===== src/rtl/mesh_audio_fifo.sv =====
// mesh_audio_fifo: buffers 2.16 mesh samples and streams them to the codec as saturated 16-bit PCM
//   clk, reset (async, active-low)
//   sample_in/sample_strobe : mesh sample, captured on strobe 0->1
//   flush                   : empties FIFO, back to priming
//   audio_req               : codec request pulse
//   audio_out/audio_valid   : PCM sample, valid one cycle after request
//   level                   : FIFO occupancy
//   overflow/underflow      : sticky error flags
//   streaming               : high while streaming
//   MESH_FIFO_STATS_EN adds saturating ovf_count/unf_count
module mesh_audio_fifo #(
    parameter int DEPTH = 16,
    parameter int PRIME = 8,
    parameter int SHIFT = 2
) (
    input  logic                       clk,
    input  logic                       reset,
    input  logic [17:0]                sample_in,
    input  logic                       sample_strobe,
    input  logic                       flush,
    input  logic                       audio_req,
    output logic [15:0]                audio_out,
    output logic                       audio_valid,
    output logic [$clog2(DEPTH):0]     level,
    output logic                       overflow,
    output logic                       underflow,
`ifdef MESH_FIFO_STATS_EN
    output logic [15:0]                ovf_count,
    output logic [15:0]                unf_count,
`endif
    output logic                       streaming
);
    localparam int AW = $clog2(DEPTH);
    localparam int LW = AW + 1;
    typedef enum logic {S_PRIME, S_STREAM} state_t;
    state_t state, state_d;
    logic strobe_d;
    logic [AW-1:0] wr_ptr, rd_ptr;
    logic [17:0] mem [DEPTH];
    logic wr_ev, full, rd_en, unf_ev, wr_ok, ovf_ev;
    logic signed [17:0] shifted;
    logic [15:0] pcm;

    // flush discards any strobe edge and request in its cycle
    assign wr_ev     = sample_strobe & ~strobe_d & ~flush;
    assign full      = level == LW'(DEPTH);
    assign streaming = state == S_STREAM;
    assign rd_en     = streaming & audio_req & (level != '0) & ~flush;
    assign unf_ev    = streaming & audio_req & (level == '0) & ~flush;
    // a same-cycle read frees the slot a full FIFO needs
    assign wr_ok     = wr_ev & (~full | rd_en);
    assign ovf_ev    = wr_ev & ~wr_ok;
    assign shifted   = $signed(mem[rd_ptr]) >>> SHIFT;
    assign pcm       = (shifted > 18'sd32767) ? 16'h7FFF :
                       (shifted < -18'sd32768) ? 16'h8000 : shifted[15:0];

    always_comb begin
        state_d = flush ? S_PRIME :
                  (state == S_PRIME) ? ((level >= LW'(PRIME)) ? S_STREAM : S_PRIME) :
                  (unf_ev ? S_PRIME : S_STREAM);
    end

    always_ff @(posedge clk or negedge reset) begin
        if (!reset) state <= S_PRIME;
        else        state <= state_d;
    end

    always_ff @(posedge clk) begin
        if (wr_ok) mem[wr_ptr] <= sample_in;
    end

    always_ff @(posedge clk or negedge reset) begin
        if (!reset) begin
            strobe_d    <= 1'b0;
            wr_ptr      <= '0;
            rd_ptr      <= '0;
            level       <= '0;
            audio_out   <= '0;
            audio_valid <= 1'b0;
            overflow    <= 1'b0;
            underflow   <= 1'b0;
        end else begin
            strobe_d    <= sample_strobe;
            audio_valid <= audio_req;
            overflow    <= overflow | ovf_ev;
            underflow   <= underflow | unf_ev;
            if (rd_en) audio_out <= pcm;
            if (flush) begin
                wr_ptr <= '0;
                rd_ptr <= '0;
                level  <= '0;
            end else begin
                wr_ptr <= wr_ptr + AW'(wr_ok);
                rd_ptr <= rd_ptr + AW'(rd_en);
                level  <= level + LW'(wr_ok) - LW'(rd_en);
            end
        end
    end

`ifdef MESH_FIFO_STATS_EN
    always_ff @(posedge clk or negedge reset) begin
        if (!reset) begin
            ovf_count <= '0;
            unf_count <= '0;
        end else begin
            ovf_count <= ovf_count + ((ovf_ev && ovf_count != 16'hFFFF) ? 16'd1 : 16'd0);
            unf_count <= unf_count + ((unf_ev && unf_count != 16'hFFFF) ? 16'd1 : 16'd0);
        end
    end
`endif
endmodule


===== config.mk =====
export PLATFORM = sky130hd
export DESIGN_NAME = mesh_audio_fifo
export DESIGN_NICKNAME = d
export VERILOG_FILES = /design/src/rtl/mesh_audio_fifo.sv
export SDC_FILE = /design/constraint.sdc
export NUM_CORES = 1
export LEC_CHECK = 0
export ABC_AREA = 1
export BUFFER_PORTS_ARGS = -buffer_cell sky130_fd_sc_hd__buf_2
export CORE_MARGIN = 2
export CORE_UTILIZATION = 56
export CTS_CLUSTER_DIAMETER = 150
export DETAILED_ROUTE_END_ITERATION = 10
export GPL_ROUTABILITY_DRIVEN = 1
export PLACE_DENSITY = 0.76
export SLEW_MARGIN = 0
export SYNTH_ARGS = -nofsm -noshare
export SYNTH_HDL_FRONTEND = slang
export SYNTH_SLANG_ARGS = --single-unit

===== constraint.sdc =====
create_clock -name clk -period 2.62 [get_ports clk]
set_input_delay 0.524 -clock clk [delete_from_list [all_inputs] [get_ports clk]]
set_output_delay 0.524 -clock clk [all_outputs]
set_load 0.01 [all_outputs]

==> results of run 1 <==
[state kept, by name, indices dropped and copies added, names as in the netlist]
register	cells
wr_ptr	4
strobe_d	1
underflow	1
streaming	1
audio_valid	1
audio_out	16
overflow	1
level	5
rd_ptr	4
mem	256
[cell usage in the layout (no fill, tap or decap), types with 11 or more instances in the layout]
cell	instances
buf_2	45
nand3_1	196
inv_1	212
buf_4	42
edfxtp_1	256
nand2_1	397
nor3_2	12
clkbuf_16	32
dfrtp_1	32
ha_1	11
clkbuf_1	11
[layout make-up]
cell class / instances / share of cell area [%]
antenna: 1 / 0.0175
clock buffer: 50 / 6.55
clock inverter: 4 / 0.192
inverter: 218 / 5.72
multi-input combinational: 656 / 20.9
sequential: 290 / 59.6
tap: 280 / 2.44
timing repair buffer: 93 / 4.61
[timing repair]
| item | 4_1_cts | 5_1_grt |
|---|---|---|
| setup endpoints to repair | 0 | 1 |
| buffers inserted | 0 | 2 |
| gates resized for setup | 0 | 4 |
[per-layer routing]
| layer | vias to the layer above | track usage [%] | part of all wire [%] |
|---|---|---|---|
| met4 | 2 | 10.4 | 3.5 |
| met3 | 78 | 4.17 | 7.7 |
| met1 | 4113 | 31.4 | 39 |
| met2 | 337 | 41.0 | 50 |
| met5 | - | 0 | 0.046 |
| li1 | 4072 | - | - |
[path summary, 6_finish.rpt]
check / from / endpoint / slack, ns / depth (start not counted)
max reg2reg: level[3] / level[4] / 0.1 / 14
min: reset / underflow / 0.08 / 1
min reg2reg: overflow / overflow / 0.47 / 1
max in group asynchronous: reset / rd_ptr[0] / 1.94 / 1
max: level[3] / level[4] / 0.1 / 14
min in group clk: sample_strobe / strobe_d / 0.11 / 1
[kinds of logic after synthesis]
kind of cell	after synthesis	share of synthesized area (%)
buffers and inverters	273	9.12
and+or+nand+nor	624	20.8
AOI/OAI and AO/OA	18	0.785
adders and majority gates	13	1.35
xor gates and xnor gates	1	0.0696
DFF	290	67.8
[power groups by stage]
stage / combinational, mW / sequential (mW) / clock (mW)
finish: 1.42 / 5.38 / 4.09
global route: 1.57 / 5.39 / 4.33
CTS: 1.37 / 5.37 / 4.15
detailed placement: 1.35 / 5.46 / 0
global placement: 1.30 / 5.46 / 0
floorplan: 0.776 / 5.51 / 0
[worst max-delay path, delay by kind of cell, from the launching register on]
kind                       cells  cell delay, ns
and+or+nand+nor                4            0.46
xor gates and xnor gates       1            0.15
adders and majority gates      4            0.98
AOI/OAI and AO/OA              2            0.23
DFF                            1            0.41
buffers and inverters          3            0.18
[per-stage QoR]
step	total power [mW]	instance area [sq um]	setup TNS, ns	hold slack [ns]	std cells
after floorplan	6.28	12600	-13.08	0.228	1219
after global placement	6.76	13300	0	0.459	1535
after detailed placement	6.81	13300	0	0.456	1535
after CTS	10.9	14300	0	0.0884	1589
after global routing	11.3	14300	-0.0135	0.0916	1591
final	10.9	14300	0	0.0821	1592
==> flow_summary.ini, run 1 <==
[placement]
gp_congestion = 0.838
preCtsSetupSlack_ns = 0.0878
io_buffer_count = 45
dp_hpwl_mm = 17.3

[logic_synthesis]
synth_top_area_cell = edfxtp_1
ys_types = 26
synth_edf_count = 256
netlist_top_cells_count = 398 x nand2_1, 256 x edfxtp_1, 214 x inv_1
async_flop_share_pct = 11.7
yosys_warnings = 0
yosysMostFrequentCell = nand2_1
synth_top_area_share_pct = 61.1
avgSynthCellArea_sq_um = 10.3
syn-cell-area_sq_um = 12600
seq_area_frac_synth_pct = 67.8
synth.area.top_cells = edfxtp_1 61%, nand2_1 12%, nand3_1 7.8%, dfrtp_1 6.8%, inv_1 6.4%
syn_inst = 1219
ys_ff_latch = 290
ys.flop_type = edfxtp_1
syn_nets = 1255

[floorplanning]
die_y_um = 154
boundaryPins = 48
start_util_pct = 57.3
dieArea_sq_um = 23700
row_count = 54
core_area_sq_um = 22000
die_w_um = 154

[setup_path]
cp_slowest_stage_delay_ns = 0.41
cp.arrival_ns = 2.95
crit_fanout = 3
end_kind = flip-flop
crit_required_ns = 3.05
start_kind = flip-flop
critPathKind = reg2reg
path_cells = inv_2 > ha_1 > nor3b_4 > nand2_2 > nand2_2 > inv_2 > ha_1 > inv_1 > ha_2 > fa_2 > a21oi_2 > o21bai_1 > xor2_1 > nor2_1
critPathSlowestCell = dfrtp_1

[clocking]
tritoncts = done
numCtsBuffers = 29
root_buffer = clkbuf_16
hold_buffers = 0
clk_pin_slew_ns = 0.06
clockBufferDepth = 3
h-tree-depth = 1
clkSinkCount = 290
worstSkewPairLatency_ns = 0.55

[finish]
drive_above_1_share_pct = 12.7
multi_input_area_sq_um = 2990
fill_cells = 1589
area_growth_pct = 13.8
seq_area_sq_um = 8540
fin_nets = 1324
fin_util_pct = 65.3

[pwr]
swShare_pct = 25.2
p_comb_share_pct = 13.0
pwr-share-seq_pct = 49.4
power.density_nw_per_um2 = 760
p_int_mw = 8.15
p_leak_nw = 6.31
clkPwrFrac_pct = 37.5
vdd_ir_drop_max_mv = 0.690
switchingPower_mw = 2.74

[timing]
fmax_ghz = 0.396
max-slew-margin-rel_pct = 44.9
slew_viol_final = 0
setup_viol = 0
setup_slack_ns = 0.0953
hold_viol = 0
min_period_ns = 2.52
fin_worst_skew_ns = 0.00942
post-route-period-util_pct = 96.4
tightest_slew_ns = 0.826

[routing]
wl_per_cell_um = 17.9
drt_pass1_iterations = 5
vias = 8602
ant_nets = 0
drt-total-wl_mm = 28.6
drc = 0
vias_per_cell = 5.40
drtIter0Drc = 679

[global_routing]
antenna_found_initial = 2
grt_usage_pct = 24.3
grt_pass1_vias = 8428
grt_pass1_wl_mm = 44.4
grt_max_degree = 130
grt-ovfl-total = 0

[run_status]
outcome = finished, final reports clean

[worst_hold_path]
hp-class = in2async

[job]
max_cap_viol_count = 0
Power figures use the tool's default switching activity.
==> inputs of run 2 (changes only) <==
- ABC_AREA: 1 -> unset
- CORE_UTILIZATION: 56 -> 55
- PLACE_DENSITY: 0.76 -> 0.75
==> run 2 against run 1 <==
  * Critical path depth shrank 3
  * Maximum frequency grew 2.2%
  * Via count shrank 36%
  * Global-route usage shrank 2.4 points
  * Clock power is essentially flat
  * Clock-buffer cell count shrank 19
  * First-iteration DRC count shrank 19%
  * Clock skew grew 0.013 ns
  * Largest cell class unchanged
  * Highest routed layer is now met4
==> flow_summary.ini, run 2 <==
[setup_path]
crit_required_ns = 3.04
path_cells = or3b_4 > a41oi_4 > inv_1 > ha_1 > inv_1 > ha_1 > fa_1 > a21oi_1 > o21bai_1 > xor2_1 > nor2_1
crit_fanout = 2
critPathSlowestCell = or3b_4
critPathKind = reg2reg
cp_slowest_stage_delay_ns = 0.39
cp.arrival_ns = 2.89
cp_num_buf_inv = 2
start_kind = flip-flop
end_kind = flip-flop
crit_family = adder cells
regToRegSetupSlack_ns = 0.15

[clocking]
clkSinkCount = 290
worstSkewPairLatency_ns = 0.54
numCtsBuffers = 28
root_buffer = clkbuf_16
clk_pin_slew_ns = 0.06
tritoncts = done
post_cts_buffers = 0
h-tree-depth = 1
clockBufferDepth = 3

[finish]
fill_cells = 1257
drive_above_1_share_pct = 32.7
area_growth_pct = 17.1
fin_nets = 653
regMostFlops = mem
post_layout_nonfiller_instances = 909
reg_top3 = mem (256), audio_out (16), level (5)
most-common-layout-cells = 256 x edfxtp_1, 64 x mux4_2, 45 x buf_2
largest_reg_flops = 256
final_common_cell = edfxtp_1
diodes = 0

[pwr]
p_leak_nw = 4.30
power.density_nw_per_um2 = 818
fin_total_pwr_mw = 10.7
vdd_ir_drop_max_mv = 0.378

[timing]
min_period_ns = 2.47
hold_viol = 0
fmax_ghz = 0.405
post-route-period-util_pct = 94.3
fin_worst_skew_ns = 0.0228
setup_tns_ns = 0
tightest_slew_ns = 0.913
max-slew-margin-rel_pct = 39.1
hold_ws_ns = 0.108
setup_slack_ns = 0.149
rsz0062_at_grt = false
slew_viol_final = 0
setup_viol = 0

[routing]
ant_nets = 0
wl_per_cell_um = 25.1
vias_per_cell = 6.04
vias = 5491
drt-total-wl_mm = 22.8
drt_pass1_iterations = 4
drc = 0
drtIter0Drc = 551

[placement]
io_buffer_count = 45
preCtsSetupSlack_ns = -0.140
dp_hpwl_mm = 13.7
placedCellCount = 856
gp_congestion = 0.796

[floorplanning]
dieArea_sq_um = 21500
boundaryPins = 48
start_util_pct = 55.6
core_area_sq_um = 20100
die_y_um = 147
row_count = 52
die_w_um = 147

[job]
max_cap_viol_count = 0

[logic_synthesis]
synth.area.top_cells = edfxtp_1 69%, mux4_2 13%, dfrtp_1 7.6%, mux2i_1 1.4%, ha_1 1.3%
avgSynthCellArea_sq_um = 21.0
ys.flop_type = edfxtp_1
async_flop_share_pct = 11.7
yosys_warnings = 0
seq_area_frac_synth_pct = 76.4
syn_nets = 568
ys_types = 34
synth_top_area_share_pct = 68.7
synth_top_area_cell = edfxtp_1
netlist_top_cells_count = 256 x edfxtp_1, 64 x mux4_2, 37 x nor2_1
synth_edf_count = 256
syn-cell-area_sq_um = 11200
yosysMostFrequentCell = edfxtp_1
ys_ff_latch = 290
syn_inst = 532

[global_routing]
grt_max_degree = 35
grt_pass1_wl_mm = 35.4
grt_pass1_vias = 5972
grt_usage_pct = 21.9
antenna_found_initial = 0
grt-ovfl-total = 0

[run_status]
outcome = finished, final reports clean

[worst_hold_path]
hp-class = in2reg
run 2: cells by family (layout without fill, tap and decap cells):
group | after synthesis | after routing | share of synthesized area [%]
AO/OA/AOI/OAI | 40 | 40 | 2.81
flip-flops | 290 | 290 | 76.4
adder cells (fa/ha/maj) | 13 | 13 | 1.52
XOR/XNOR | 7 | 7 | 0.548
multiplexers | 80 | 80 | 14.3
AND/OR/NAND/NOR | 67 | 67 | 3.00
buffers and inverters | 35 | 142 | 1.44
run 2: area by class of cell:
cell class	count	area [sq um]	share of cell area (%)
Clock inverter	21	231	1.77
Clock buffer	31	712	5.44
Timing Repair Buffer	83	713	5.45
Multi-Input combinational cell	207	2530	19.3
Inverter	7	26.3	0.201
Tap cell	270	338	2.58
Sequential cell	290	8540	65.3
run 2: timing repair:
action | 4_1_cts | 5_1_grt
hold endpoints to repair | 20 | 0
gates resized for setup | 0 | 0
hold buffers | 1 | 0
run 2: power breakdown:
| group | switching [mW] | internal (mW) |
|---|---|---|
| clock | 1.66 | 2.44 |
| sequential | 0.149 | 5.23 |
| combinational | 0.647 | 0.577 |
run 2: final timing paths:
kind / start / end / depth (start not counted)
setup reg to reg: strobe_d / level[4] / 11
setup / recovery: strobe_d / level[4] / 11
hold reg to reg: underflow / underflow / 1
hold / removal: sample_strobe / strobe_d / 1
min in group asynchronous: reset / audio_out[3] / 2
max in group asynchronous: reset / overflow / 3
run 2: layer usage:
layer	wire length, um	track usage (%)	up-vias
met5	0	0	-
met4	356	5.10	0
met3	1450	3.41	28
met2	11500	37.2	218
met1	9490	30.6	2894
li1	-	-	2351
run 2: worst reg2reg max path, stage by stage (launching register included):
cell and delay, ns:
dfrtp_1 0.36, or3b_4 0.39, a41oi_4 0.18, inv_1 0.06, ha_1 0.27, inv_1 0.04, ha_1 0.21, fa_1 0.39
a21oi_1 0.15, o21bai_1 0.09, xor2_1 0.16, nor2_1 0.05
run 2: metrics by stage:
stage | instance area [sq um] | utilization, %
after global placement | 12100 | 60.4
after detailed placement | 12100 | 60.4
after CTS | 13100 | 65.1
after floorplan | 11200 | -
final | 13100 | 65.1
after global routing | 13100 | 65.1
==> inputs of run 3 (changes only) <==
- CORE_UTILIZATION: 55 -> 60
- PLACE_DENSITY: 0.75 -> 0.78
- clock period: 2.62 -> 3 ns (I/O delays scaled with it)
==> run 3 against run 2 <==
  * Core utilization up 6.3 points
  * Clock power down 6.1%
  * Critical path type unchanged
  * Largest power group unchanged
  * Cell count down 4.8%
  * Maximum frequency down 2.1%
  * Highest routed layer unchanged
==> flow_summary.ini, run 3 (synthesis results as in run 2) <==
[timing]
setup_slack_ns = 0.476
fmax_ghz = 0.396
setup_tns_ns = 0
rsz0062_at_grt = false
setup_viol = 0
min_period_ns = 2.52
fin_worst_skew_ns = 0.0187
max-slew-margin-rel_pct = 32.2
slew_viol_final = 0
hold_viol = 0
tightest_slew_ns = 1.02
hold_ws_ns = 0.187
post-route-period-util_pct = 84.1

[finish]
regMostFlops = mem
largest_reg_flops = 256
final_common_cell = edfxtp_1
diodes = 0
drive_above_1_share_pct = 33.3
area_growth_pct = 15.9
post_layout_nonfiller_instances = 865
fin_util_pct = 71.4
most-common-layout-cells = 256 x edfxtp_1, 64 x mux4_2, 45 x buf_2
fin_nets = 649
reg_top3 = mem (256), audio_out (16), level (5)

[setup_path]
regToRegSetupSlack_ns = 0.48
r2r_cells = 11
crit_required_ns = 3.47
start_kind = flip-flop
end_kind = flip-flop
crit_fanout = 2
critPathKind = reg2reg
cp.arrival_ns = 2.99

[run_status]
outcome = finished, final reports clean

[routing]
wl_per_cell_um = 27.0
met2_length_mm = 11.6
drt-total-wl_mm = 23.3
drtIter0Drc = 642
drc = 0
met1_length_mm = 9.09
drt_pass1_iterations = 5
route.met3.wl_mm = 1.98
routed.top_layer = met4
ant_nets = 0
vias_per_cell = 6.54
vias = 5656

[pwr]
p_int_mw = 7.44
p_comb_share_pct = 10.9
switchingPower_mw = 2.19
power.density_nw_per_um2 = 743
swShare_pct = 22.8
vdd_ir_drop_max_mv = 0.741
pwr-share-seq_pct = 49.1
p_leak_nw = 4.27
clkPwrFrac_pct = 40.0

[floorplanning]
core_area_sq_um = 18100
die_w_um = 141
dieArea_sq_um = 19700
row_count = 49
boundaryPins = 48
die_y_um = 141
start_util_pct = 61.6

[global_routing]
grt-ovfl-total = 0
grt_pass1_vias = 6095
grt_pass1_wl_mm = 36.2
grt_usage_pct = 24.7
grt_max_degree = 47
antenna_found_initial = 0

[placement]
preCtsSetupSlack_ns = 0.121
dp_hpwl_mm = 13.4
io_buffer_count = 45
placedCellCount = 811
gp_congestion = 0.840

[clocking]
clockBufferDepth = 3
clkSinkCount = 290
hold_buffers = 0
cts_resized = 0
worstSkewPairLatency_ns = 0.55
numCtsBuffers = 29
clk_pin_slew_ns = 0.06
post_cts_buffers = 0
tritoncts = done
root_buffer = clkbuf_16
h-tree-depth = 1

[worst_hold_path]
hp-class = in2async

[job]
max_cap_viol_count = 0
==> run 3: cell types whose count changed in the layout (fill, tap and decap cells not counted), moves of 2 or more <==
cell,change
buf_12,-11
buf_4,+7
bufinv_16,+2
clkinv_1,-3
clkinv_2,-3
clkinvlp_4,+4
nor2_1,-3
nor2_2,+3
==> run 3: through the flow <==
step / instance area, sq um / total power, mW
2_1_floorplan: 11200 / 5.43
3_3_place_gp: 11900 / 5.79
3_5_place_dp: 11900 / 5.84
4_1_cts: 13000 / 9.67
5_1_grt: 13000 / 9.93
6_report: 13000 / 9.63
==> run 3: worst max-delay path: stages, from the launching register on <==
cell and delay, ns:
dfrtp_1 0.37, or3b_4 0.39, a41oi_4 0.21, inv_1 0.07
ha_1 0.27, inv_1 0.04, ha_1 0.21, fa_1 0.41
a21oi_1 0.16, o21bai_1 0.09, xor2_1 0.14, nor2_1 0.09
==> run 3: layout make-up <==
cell class / count / area [sq um]
clock buffer: 33 / 741
clock inverter: 21 / 288
inverter: 7 / 26.3
fill: 1031 / 5190
timing repair buffer: 78 / 536
sequential: 290 / 8540
multi-input combinational: 207 / 2540
tap: 229 / 287
==> run 3: routing by layer <==
| layer | up-vias | GRT usage (%) |
|---|---|---|
| met4 | 0 | 8.74 |
| met2 | 297 | 40.1 |
| li1 | 2346 | - |
| met5 | - | 0 |
| met1 | 2954 | 34.6 |
| met3 | 59 | 4.62 |
==> run 3: worst paths after layout <==
path                          startpoint           end
min in group clk           sample_strobe      strobe_d
min reg2reg                    underflow     underflow
max reg2reg                     strobe_d      level[4]
max in group asynchronous          reset     rd_ptr[0]
max                             strobe_d      level[4]
min                                reset  audio_out[7]
==> run 3: power groups by stage <==
stage	logic, mW	clock network [mW]	registers [mW]
after CTS	1.05	3.89	4.73
after detailed placement	1.04	0	4.80
after floorplan	0.611	0	4.82
after global routing	1.15	4.03	4.75
final	1.04	3.85	4.73
after global placement	0.998	0	4.80
